[config.mk]
export PLATFORM = sky130hd
export DESIGN_NAME = apb_cmd_master_flat
export DESIGN_NICKNAME = d
export VERILOG_FILES = /design/src/rtl/apb_cmd_master_if.sv /design/src/rtl/apb_cmd_master.sv /design/src/flat_wrapper.sv
export SDC_FILE = /design/constraint.sdc
export NUM_CORES = 1
export LEC_CHECK = 0
export ABC_AREA = 1
export CAP_MARGIN = 20
export CORE_ASPECT_RATIO = 0.8
export CORE_UTILIZATION = 40
export CTS_BUF_LIST = sky130_fd_sc_hd__clkbuf_2 sky130_fd_sc_hd__clkbuf_4 sky130_fd_sc_hd__clkbuf_8
export CTS_CLUSTER_SIZE = 12
export DETAILED_ROUTE_END_ITERATION = 8
export PLACE_DENSITY = 0.83
export SYNTH_ARGS = -nofsm -noshare
export SYNTH_HDL_FRONTEND = slang
export SYNTH_SLANG_ARGS = --single-unit
[constraint.sdc]
create_clock -name pclk -period 4.08 [get_ports pclk]
set_clock_uncertainty 0.05 [all_clocks]
set_input_delay 0.816 -clock pclk [delete_from_list [all_inputs] [get_ports pclk]]
set_output_delay 0.816 -clock pclk [all_outputs]
set_load 0.02 [all_outputs]
[src/rtl/apb_cmd_master_if.sv]
// Command/response stream and APB3 bus bundle for apb_cmd_master.
// The master modport is the initiator's view; slave is the requester/peripheral side.
interface apb_cmd_master_if #(
  parameter int ADDR_W = 32,
  parameter int DATA_W = 32
);
  logic              cmd_valid;
  logic              cmd_ready;
  logic              cmd_write;
  logic [ADDR_W-1:0] cmd_addr;
  logic [DATA_W-1:0] cmd_wdata;
  logic [2:0]        cmd_prot;
  logic              rsp_valid;
  logic              rsp_ready;
  logic [DATA_W-1:0] rsp_rdata;
  logic              rsp_err;
  logic              rsp_timeout;
  logic              psel;
  logic              penable;
  logic [ADDR_W-1:0] paddr;
  logic              pwrite;
  logic [DATA_W-1:0] pwdata;
  logic [2:0]        pprot;
  logic [DATA_W-1:0] prdata;
  logic              pready;
  logic              pslverr;
  logic              busy;

  modport master (
    input  cmd_valid, cmd_write, cmd_addr, cmd_wdata, cmd_prot, rsp_ready,
    input  prdata, pready, pslverr,
    output cmd_ready, rsp_valid, rsp_rdata, rsp_err, rsp_timeout,
    output psel, penable, paddr, pwrite, pwdata, pprot, busy
  );

  modport slave (
    output cmd_valid, cmd_write, cmd_addr, cmd_wdata, cmd_prot, rsp_ready,
    output prdata, pready, pslverr,
    input  cmd_ready, rsp_valid, rsp_rdata, rsp_err, rsp_timeout,
    input  psel, penable, paddr, pwrite, pwdata, pprot, busy
  );
endinterface

[src/rtl/apb_cmd_master.sv]
// APB3 initiator: turns one valid/ready command into a single APB transfer and
// returns a response word; a wait-state watchdog aborts transfers to hung slaves.
module apb_cmd_master #(
  parameter int ADDR_W      = 32,
  parameter int DATA_W      = 32,
  parameter int TIMEOUT_CYC = 255
) (
  input  logic              pclk,
  input  logic              preset,
  apb_cmd_master_if.master  bus
);

  localparam int CNT_W = (TIMEOUT_CYC > 0) ? $clog2(TIMEOUT_CYC + 1) : 1;
  localparam bit WDOG_EN = (TIMEOUT_CYC != 0);
  localparam logic [CNT_W-1:0] CNT_LAST = CNT_W'((TIMEOUT_CYC > 0) ? (TIMEOUT_CYC - 1) : 0);
  localparam logic [CNT_W-1:0] CNT_SAT  = {CNT_W{1'b1}};

  typedef enum logic [1:0] {
    IDLE   = 2'd0,
    SETUP  = 2'd1,
    ACCESS = 2'd2,
    RESP   = 2'd3
  } state_e;

  state_e            state_q, state_d;
  logic [CNT_W-1:0]  cnt_q, cnt_d;
  logic              psel_q, psel_d;
  logic              penable_q, penable_d;
  logic [ADDR_W-1:0] paddr_q, paddr_d;
  logic              pwrite_q, pwrite_d;
  logic [DATA_W-1:0] pwdata_q, pwdata_d;
  logic [2:0]        pprot_q, pprot_d;
  logic              rsp_valid_q, rsp_valid_d;
  logic [DATA_W-1:0] rsp_rdata_q, rsp_rdata_d;
  logic              rsp_err_q, rsp_err_d;
  logic              rsp_timeout_q, rsp_timeout_d;

  // Next-state, watchdog and registered-output computation.
  always_comb begin
    state_d       = state_q;
    cnt_d         = cnt_q;
    paddr_d       = paddr_q;
    pwrite_d      = pwrite_q;
    pwdata_d      = pwdata_q;
    pprot_d       = pprot_q;
    rsp_rdata_d   = rsp_rdata_q;
    rsp_err_d     = rsp_err_q;
    rsp_timeout_d = rsp_timeout_q;

    case (state_q)
      IDLE: begin
        if (bus.cmd_valid) begin
          paddr_d  = bus.cmd_addr;
          pwrite_d = bus.cmd_write;
          pwdata_d = bus.cmd_write ? bus.cmd_wdata : {DATA_W{1'b0}};
          pprot_d  = bus.cmd_prot;
          state_d  = SETUP;
        end else begin
          state_d  = IDLE;
        end
      end
      SETUP: begin
        cnt_d   = {CNT_W{1'b0}};
        state_d = ACCESS;
      end
      ACCESS: begin
        if (bus.pready) begin
          rsp_err_d     = bus.pslverr;
          rsp_timeout_d = 1'b0;
          rsp_rdata_d   = pwrite_q ? {DATA_W{1'b0}} : bus.prdata;
          state_d       = RESP;
        end else if (WDOG_EN && (cnt_q == CNT_LAST)) begin
          rsp_err_d     = 1'b1;
          rsp_timeout_d = 1'b1;
          rsp_rdata_d   = {DATA_W{1'b0}};
          state_d       = RESP;
        end else begin
          // Saturate so a disabled watchdog never wraps into a false match.
          if (cnt_q != CNT_SAT) begin
            cnt_d = cnt_q + CNT_W'(1);
          end else begin
            cnt_d = cnt_q;
          end
          state_d = ACCESS;
        end
      end
      RESP: begin
        if (bus.rsp_ready) begin
          state_d = IDLE;
        end else begin
          state_d = RESP;
        end
      end
      default: begin
        state_d = IDLE;
      end
    endcase

    psel_d      = (state_d == SETUP) || (state_d == ACCESS);
    penable_d   = (state_d == ACCESS);
    rsp_valid_d = (state_d == RESP);
  end

  // State, watchdog and output registers; reset drops any in-flight transfer.
  always_ff @(posedge pclk or posedge preset) begin
    if (preset) begin
      state_q       <= IDLE;
      cnt_q         <= {CNT_W{1'b0}};
      psel_q        <= 1'b0;
      penable_q     <= 1'b0;
      paddr_q       <= {ADDR_W{1'b0}};
      pwrite_q      <= 1'b0;
      pwdata_q      <= {DATA_W{1'b0}};
      pprot_q       <= 3'b000;
      rsp_valid_q   <= 1'b0;
      rsp_rdata_q   <= {DATA_W{1'b0}};
      rsp_err_q     <= 1'b0;
      rsp_timeout_q <= 1'b0;
    end else begin
      state_q       <= state_d;
      cnt_q         <= cnt_d;
      psel_q        <= psel_d;
      penable_q     <= penable_d;
      paddr_q       <= paddr_d;
      pwrite_q      <= pwrite_d;
      pwdata_q      <= pwdata_d;
      pprot_q       <= pprot_d;
      rsp_valid_q   <= rsp_valid_d;
      rsp_rdata_q   <= rsp_rdata_d;
      rsp_err_q     <= rsp_err_d;
      rsp_timeout_q <= rsp_timeout_d;
    end
  end

  assign bus.cmd_ready   = (state_q == IDLE);
  assign bus.busy        = (state_q != IDLE);
  assign bus.psel        = psel_q;
  assign bus.penable     = penable_q;
  assign bus.paddr       = paddr_q;
  assign bus.pwrite      = pwrite_q;
  assign bus.pwdata      = pwdata_q;
  assign bus.pprot       = pprot_q;
  assign bus.rsp_valid   = rsp_valid_q;
  assign bus.rsp_rdata   = rsp_rdata_q;
  assign bus.rsp_err     = rsp_err_q;
  assign bus.rsp_timeout = rsp_timeout_q;

endmodule

[src/flat_wrapper.sv]
// flat-port wrapper written by rule: the top's interface ports become plain ports
module apb_cmd_master_flat 
#(
  parameter int ADDR_W      = 32,
  parameter int DATA_W      = 32,
  parameter int TIMEOUT_CYC = 255
)
  (pclk, preset, bus_cmd_valid, bus_cmd_write, bus_cmd_addr, bus_cmd_wdata, bus_cmd_prot, bus_rsp_ready, bus_prdata, bus_pready, bus_pslverr, bus_cmd_ready, bus_rsp_valid, bus_rsp_rdata, bus_rsp_err, bus_rsp_timeout, bus_psel, bus_penable, bus_paddr, bus_pwrite, bus_pwdata, bus_pprot, bus_busy);
  apb_cmd_master_if #(.ADDR_W(ADDR_W), .DATA_W(DATA_W)) bus_i ();
  input  logic pclk;
  input  logic preset;
  input wire logic [$bits(bus_i.cmd_valid)-1:0] bus_cmd_valid;
  input wire logic [$bits(bus_i.cmd_write)-1:0] bus_cmd_write;
  input wire logic [$bits(bus_i.cmd_addr)-1:0] bus_cmd_addr;
  input wire logic [$bits(bus_i.cmd_wdata)-1:0] bus_cmd_wdata;
  input wire logic [$bits(bus_i.cmd_prot)-1:0] bus_cmd_prot;
  input wire logic [$bits(bus_i.rsp_ready)-1:0] bus_rsp_ready;
  input wire logic [$bits(bus_i.prdata)-1:0] bus_prdata;
  input wire logic [$bits(bus_i.pready)-1:0] bus_pready;
  input wire logic [$bits(bus_i.pslverr)-1:0] bus_pslverr;
  output wire logic [$bits(bus_i.cmd_ready)-1:0] bus_cmd_ready;
  output wire logic [$bits(bus_i.rsp_valid)-1:0] bus_rsp_valid;
  output wire logic [$bits(bus_i.rsp_rdata)-1:0] bus_rsp_rdata;
  output wire logic [$bits(bus_i.rsp_err)-1:0] bus_rsp_err;
  output wire logic [$bits(bus_i.rsp_timeout)-1:0] bus_rsp_timeout;
  output wire logic [$bits(bus_i.psel)-1:0] bus_psel;
  output wire logic [$bits(bus_i.penable)-1:0] bus_penable;
  output wire logic [$bits(bus_i.paddr)-1:0] bus_paddr;
  output wire logic [$bits(bus_i.pwrite)-1:0] bus_pwrite;
  output wire logic [$bits(bus_i.pwdata)-1:0] bus_pwdata;
  output wire logic [$bits(bus_i.pprot)-1:0] bus_pprot;
  output wire logic [$bits(bus_i.busy)-1:0] bus_busy;
  assign bus_i.cmd_valid = bus_cmd_valid;
  assign bus_i.cmd_write = bus_cmd_write;
  assign bus_i.cmd_addr = bus_cmd_addr;
  assign bus_i.cmd_wdata = bus_cmd_wdata;
  assign bus_i.cmd_prot = bus_cmd_prot;
  assign bus_i.rsp_ready = bus_rsp_ready;
  assign bus_i.prdata = bus_prdata;
  assign bus_i.pready = bus_pready;
  assign bus_i.pslverr = bus_pslverr;
  assign bus_cmd_ready = bus_i.cmd_ready;
  assign bus_rsp_valid = bus_i.rsp_valid;
  assign bus_rsp_rdata = bus_i.rsp_rdata;
  assign bus_rsp_err = bus_i.rsp_err;
  assign bus_rsp_timeout = bus_i.rsp_timeout;
  assign bus_psel = bus_i.psel;
  assign bus_penable = bus_i.penable;
  assign bus_paddr = bus_i.paddr;
  assign bus_pwrite = bus_i.pwrite;
  assign bus_pwdata = bus_i.pwdata;
  assign bus_pprot = bus_i.pprot;
  assign bus_busy = bus_i.busy;
  apb_cmd_master #(.ADDR_W(ADDR_W), .DATA_W(DATA_W), .TIMEOUT_CYC(TIMEOUT_CYC)) u_core (.pclk(pclk), .preset(preset), .bus(bus_i));
endmodule
==> results of run 1 <==
placed cells by master, fill, tap and decap left out, types with 7 or more instances in the layout:
master / instances
o21ai_0: 31
nand3_2: 12
nand2_1: 237
clkdlybuf4s50_1: 212
nor2_1: 7
nand4_1: 32
o21ai_1: 8
clkbuf_8: 24
dfrtp_1: 115
nand3_1: 33
inv_1: 12
flip-flops by register name, summed over array words and instances (netlist names):
signal                  cells
u_core.bus.paddr           32
u_core.bus.penable          1
u_core.bus.pprot            3
u_core.bus.psel             1
u_core.bus.pwdata          32
u_core.bus.pwrite           1
u_core.bus.rsp_err          1
u_core.bus.rsp_rdata       32
u_core.bus.rsp_timeout      1
u_core.bus.rsp_valid        1
u_core.cnt_q                8
u_core.state_q              2
cell type report:
cell class / instances / area [µm²] / share of cell area, %
multi-input combinational: 380 / 1772 / 23.59
tap: 148 / 185.2 / 2.465
timing repair buffer: 216 / 2197 / 29.25
sequential: 115 / 2878 / 38.31
clock inverter: 4 / 70.07 / 0.9329
inverter: 17 / 71.32 / 0.9495
clock buffer: 25 / 337.8 / 4.498
stage by stage:
step	power, mW	area [µm²]	instances	util, %
final	5.860	7511	905	63.76
after global routing	6.211	7511	905	63.76
after CTS	5.914	7483	904	63.53
after detailed placement	4.790	7076	875	60.06
after global placement	4.701	7076	875	60.06
after floorplan	3.439	4937	550	-
worst max-delay path by stage:
stage / from / cells after the start / end / slack [ns]
floorplan: preset / 1 / u_core.bus.paddr[0]$_DFFE_PP0P_ / 0.17
global placement: bus_pready / 7 / u_core.bus.rsp_rdata[7]$_DFFE_PP0P_ / 1.45
detailed placement: bus_cmd_valid / 6 / u_core.bus.rsp_valid$_DFF_PP0_ / 1.38
CTS: u_core.state_q[0]$_DFF_PP0_ / 2 / bus_cmd_ready / 1.44
global route: u_core.state_q[0]$_DFF_PP0_ / 2 / bus_cmd_ready / 1.40
finish: u_core.state_q[0]$_DFF_PP0_ / 2 / bus_cmd_ready / 1.49
worst max-delay path: stages, from the launching register on:
cell and delay, ns:
dfrtp_1 0.45, nor2_2 0.22, clkdlybuf4s50_1 0.65
where the power goes:
part           internal (mW)  total, mW  switching (mW)  leakage [nW]
Clock                  0.653       1.08           0.431         0.213
Combinational           1.24       2.80            1.56          1.86
Sequential              1.66       1.97           0.312          1.48
Total                   3.55       5.86            2.31          3.55
cells by family after synthesis:
group                      count (synthesis)  share of synthesized area (%)
and+or+nand+nor                          334                          30.39
buffers and inverters                     55                          5.879
DFF                                      115                          58.29
adders and majority gates                  4                          1.014
xor gates and xnor gates                   1                         0.1774
AOI/OAI and AO/OA                         41                          4.257
metal layers:
| layer | global-route usage (%) | vias to the layer above |
|---|---|---|
| li1 | - | 2163 |
| met1 | 27.05 | 2170 |
| met2 | 38.46 | 150 |
| met3 | 8.399 | 24 |
| met4 | 10.01 | 0 |
| met5 | 0 | - |
==> flow_metrics.tcl, run 1 <==
set metrics [dict create \
    period_minus_slack_ns 2.591 \
    synth_top_cell_by_area "dfrtp_1" \
    setup_ws_ns 1.489 \
    die_area_mm2 0.01279 \
    place_ws_ns 1.379 \
    fin_nets 857 \
    routed_wl_um 13980 \
    cts_tree "done" \
    worstReg2RegStart "u_core.state_q[0]$_DFF_PP0_" \
    p_per_area_mw_per_mm2 780.2 \
    synth-edff-count 0 \
    worst_pin_slew_ns 1.049 \
    yosys_warnings 0 \
    wl_met1_um 5605 \
    min_delay_worst_endpoint "u_core.bus.paddr[5]$_DFFE_PP0P_" \
    p_leak_nw 3.550 \
    cp.arrival_ns 1.72 \
    status "finished clean" \
    grt_max_degree 62 \
    r2r_cells 6 \
    synth_nets 660 \
    area_growth_pct 52.13 \
    num_io_pins 213 \
    grt_first_pass_wirelength_um 22830 \
    antenna_found_initial 0 \
    die_x_um 126.2 \
    drc 0 \
    hold_violations 0 \
    hold_class "reg2reg" \
    syn_area_per_cell_um2 8.977 \
    synth_area_mm2 0.004937 \
    dr_wl_met2_um 7062 \
    async_reset_ff_share_pct 100.0 \
    core_mm2 0.01178 \
    hpwl_um 9606 \
    crit_required_ns 3.21 \
    ant_nets 0 \
    routed_via_density 4.980 \
    first_pass_iters 4 \
    wl_per_cell_um 15.45 \
    peakVddDrop_mv 0.5552 \
    start_util_pct 41.91 \
    hp-start "u_core.bus.paddr[5]$_DFFE_PP0P_" \
    cap_violations 0 \
    post_cts_buffers 0 \
    clock.fmax_mhz 386.0 \
    maxSlewViolCount 0 \
    clock_path_buffers 2 \
    clk_pin_slew_ns 0.06 \
    overflow 0 \
    synthDistinctLibCells 25 \
    port_buffers 212 \
    wl_met3_um 1027 \
    n_fill_cell 934 \
    insertion_delay_ns 0.41 \
    globalplace.congestion 0.7854 \
    whs_path_depth 2 \
    grt_pass1_vias 4620 \
    netlist_instances 550 \
    synth_common_cells "nand2_1, dfrtp_1, nand3_1" \
    grt_setup_unrepaired "no" \
    crit_type "reg2out" \
    root_buffer "clkbuf_8" \
    vias 4507 \
    r2r_slack_ns 1.86 \
    postCtsResizedCells 0 \
    rows 35 \
    critPathLaunchType "flip-flop" \
    crit_fanout 4 \
    dr.max_layer_used "met4" \
    drive_above_1_share_pct 8.190 \
    yosys_register_bits 115 \
    drtIter0Drc 199 \
    cts-hold-fix-buffers 0 \
    cts-buffers-inserted 17 \
    synth.yosys.seq_area_share_pct 58.29 \
    cts_sinks 115 \
    diodes 0 \
    fin_crit_sh_pct 63.50 \
    setup_viol 0 \
    synth_top_area_share_pct 58.29 \
    crit_path_end_kind "output port" \
    hold_ws_ns 0.4301 \
    grt_util_all_layers_pct 23.03 \
    synth_flop_cell "dfrtp_1" \
    synth_most_common_cell "nand2_1" \
    timing.slew.headroom_pct 29.97 \
    fp.dieH_um 101.4 \
    synth_top_cells_by_area "dfrtp_1, nand2_1, nand4_1, nand3_1, o21ai_0" \
    critical_path.reg2reg.endpoint "u_core.bus.rsp_rdata[13]$_DFFE_PP0P_" \
    fin_tns_setup_ns 0 \
    h-tree-depth 4 \
]
No activity file was read; power rests on OpenSTA's default activity.
==> inputs of run 2 (changes only) <==
==> constraint.sdc (replaced) <==
create_clock -name pclk -period 2.25 [get_ports pclk]
set_clock_uncertainty 0.05 [all_clocks]
set_input_delay 0.45 -clock pclk [delete_from_list [all_inputs] [get_ports pclk]]
set_output_delay 0.45 -clock pclk [all_outputs]
set_load 0.02 [all_outputs]
==> flow_metrics.tcl, run 2 (same netlist as run 1, synthesis figures left out) <==
set metrics [dict create \
    status "finished clean" \
    num_io_pins 213 \
    routed_wl_um 13720 \
    path_buf_inv 2 \
    drc 0 \
    drive_above_1_share_pct 9.150 \
    rows 35 \
    fin_tns_setup_ns 0 \
    grt_max_degree 72 \
    start_util_pct 41.91 \
    wl_per_cell_um 15.03 \
    peakVddDrop_mv 0.6853 \
    timing.slew.headroom_pct 52.76 \
    crit_type "reg2out" \
    hpwl_um 9668 \
    cts-buffers-inserted 17 \
    clock_path_buffers 2 \
    hold_ws_ns 0.2424 \
    cp.arrival_ns 1.63 \
    fp.dieH_um 101.4 \
    power_mw 10.56 \
    area_growth_pct 52.13 \
    cts_sinks 115 \
    fin_cells 913 \
    worst_pin_slew_ns 0.7076 \
    period_minus_slack_ns 2.131 \
    pwr-share-comb_pct 48.1 \
    power_switching_mw 4.231 \
    power_frac_clock_pct 17.9 \
    setup_viol 0 \
    globalplace.congestion 0.8163 \
    fin_nets 862 \
    antenna_found_initial 0 \
    overflow 0 \
    path_cells "nor2_2, inv_1, clkdlybuf4s50_1" \
    core_mm2 0.01178 \
    root_buffer "clkbuf_8" \
    switching_share_pct 40.08 \
    finish.utilization_pct 63.76 \
    dp_cells 881 \
    maxSlewViolCount 0 \
    hold_class "in2async" \
    crit_required_ns 1.75 \
    crit_fanout 4 \
    clock.fmax_mhz 469.2 \
    critPathLaunchType "flip-flop" \
    diodes 0 \
    routed_via_density 4.946 \
    grt_setup_unrepaired "no" \
    cap_violations 0 \
    port_buffers 212 \
    power_frac_seq_pct 34.0 \
    die_area_mm2 0.01279 \
    insertion_delay_ns 0.41 \
    final_common_cell "nand2_1" \
    grt_first_pass_wirelength_um 22680 \
    die_x_um 126.2 \
    p_leak_nw 3.561 \
    h-tree-depth 4 \
    crit_path_end_kind "output port" \
    p_per_area_mw_per_mm2 1406 \
    critical-path-slowest-cell "clkdlybuf4s50_1" \
    first_pass_iters 4 \
    grt_pass1_vias 4668 \
    slowest_delay_ns 0.54 \
    most-common-layout-cells "nand2_1, clkdlybuf4s50_1, dfrtp_1" \
    p_int_mw 6.326 \
    hold_violations 0 \
    fin_crit_sh_pct 94.72 \
    grt_util_all_layers_pct 22.47 \
    cpLargestDelayFamily "buffers and inverters" \
    drtIter0Drc 183 \
    clk_pin_slew_ns 0.07 \
    cts_tree "done" \
    vias 4516 \
    ant_nets 0 \
]
-- run 2: repair_timing --
action / CTS / global route
gates resized for setup: 0 / 1
buffers inserted: 0 / 0
hold buffers: 0 / 0
endpoints found under the setup margin: 0 / 1
-- run 2: power by group through the flow --
stage	Clock, mW	Combinational, mW	Sequential [mW]
finish	1.89	5.08	3.59
global route	2.02	5.46	3.71
CTS	1.92	5.12	3.59
detailed placement	0	5.11	3.59
global placement	0	4.99	3.58
floorplan	0	1.60	4.64
-- run 2: area by class of cell --
type,instances,area [µm²]
fillers,930,4269
flip-flops and latches,115,2878
repair buffers,221,2217
multi-input cells,380,1772
clock buffers,21,276.5
well taps,148,185.2
clock inverters,11,110.1
inverters,17,72.57
-- run 2: routing by layer --
layer	share of wire (%)	track usage [%]	vias to the layer above
li1	-	-	2178
met1	43	28.54	2140
met2	48	35.70	169
met3	6.9	7.290	29
met4	2.0	9.453	0
met5	0	0	-
-- run 2: stage by stage --
stage	cell area (µm²)	setup slack (ns)
4_1_cts	7508	0.02366
2_1_floorplan	4941	0.3506
3_5_place_dp	7122	0.2531
5_1_grt	7511	0.007043
6_report	7511	0.1188
3_3_place_gp	7122	0.3114
-- run 2: path summary, 6_finish.rpt --
path	from	cells after the start	slack, ns	endpoint
worst max-delay path	u_core.state_q[0]$_DFF_PP0_	3	0.12	bus_busy
max in group asynchronous	preset	3	1.32	u_core.bus.pwdata[9]$_DFFE_PP0P_
worst min register to register	u_core.bus.pprot[1]$_DFFE_PP0P_	2	0.43	u_core.bus.pprot[1]$_DFFE_PP0P_
min in group pclk	u_core.bus.pprot[1]$_DFFE_PP0P_	2	0.43	u_core.bus.pprot[1]$_DFFE_PP0P_
worst min-delay path	preset	2	0.24	u_core.bus.paddr[11]$_DFFE_PP0P_
worst max register to register	u_core.state_q[0]$_DFF_PP0_	6	0.44	u_core.cnt_q[5]$_DFFE_PP0P_
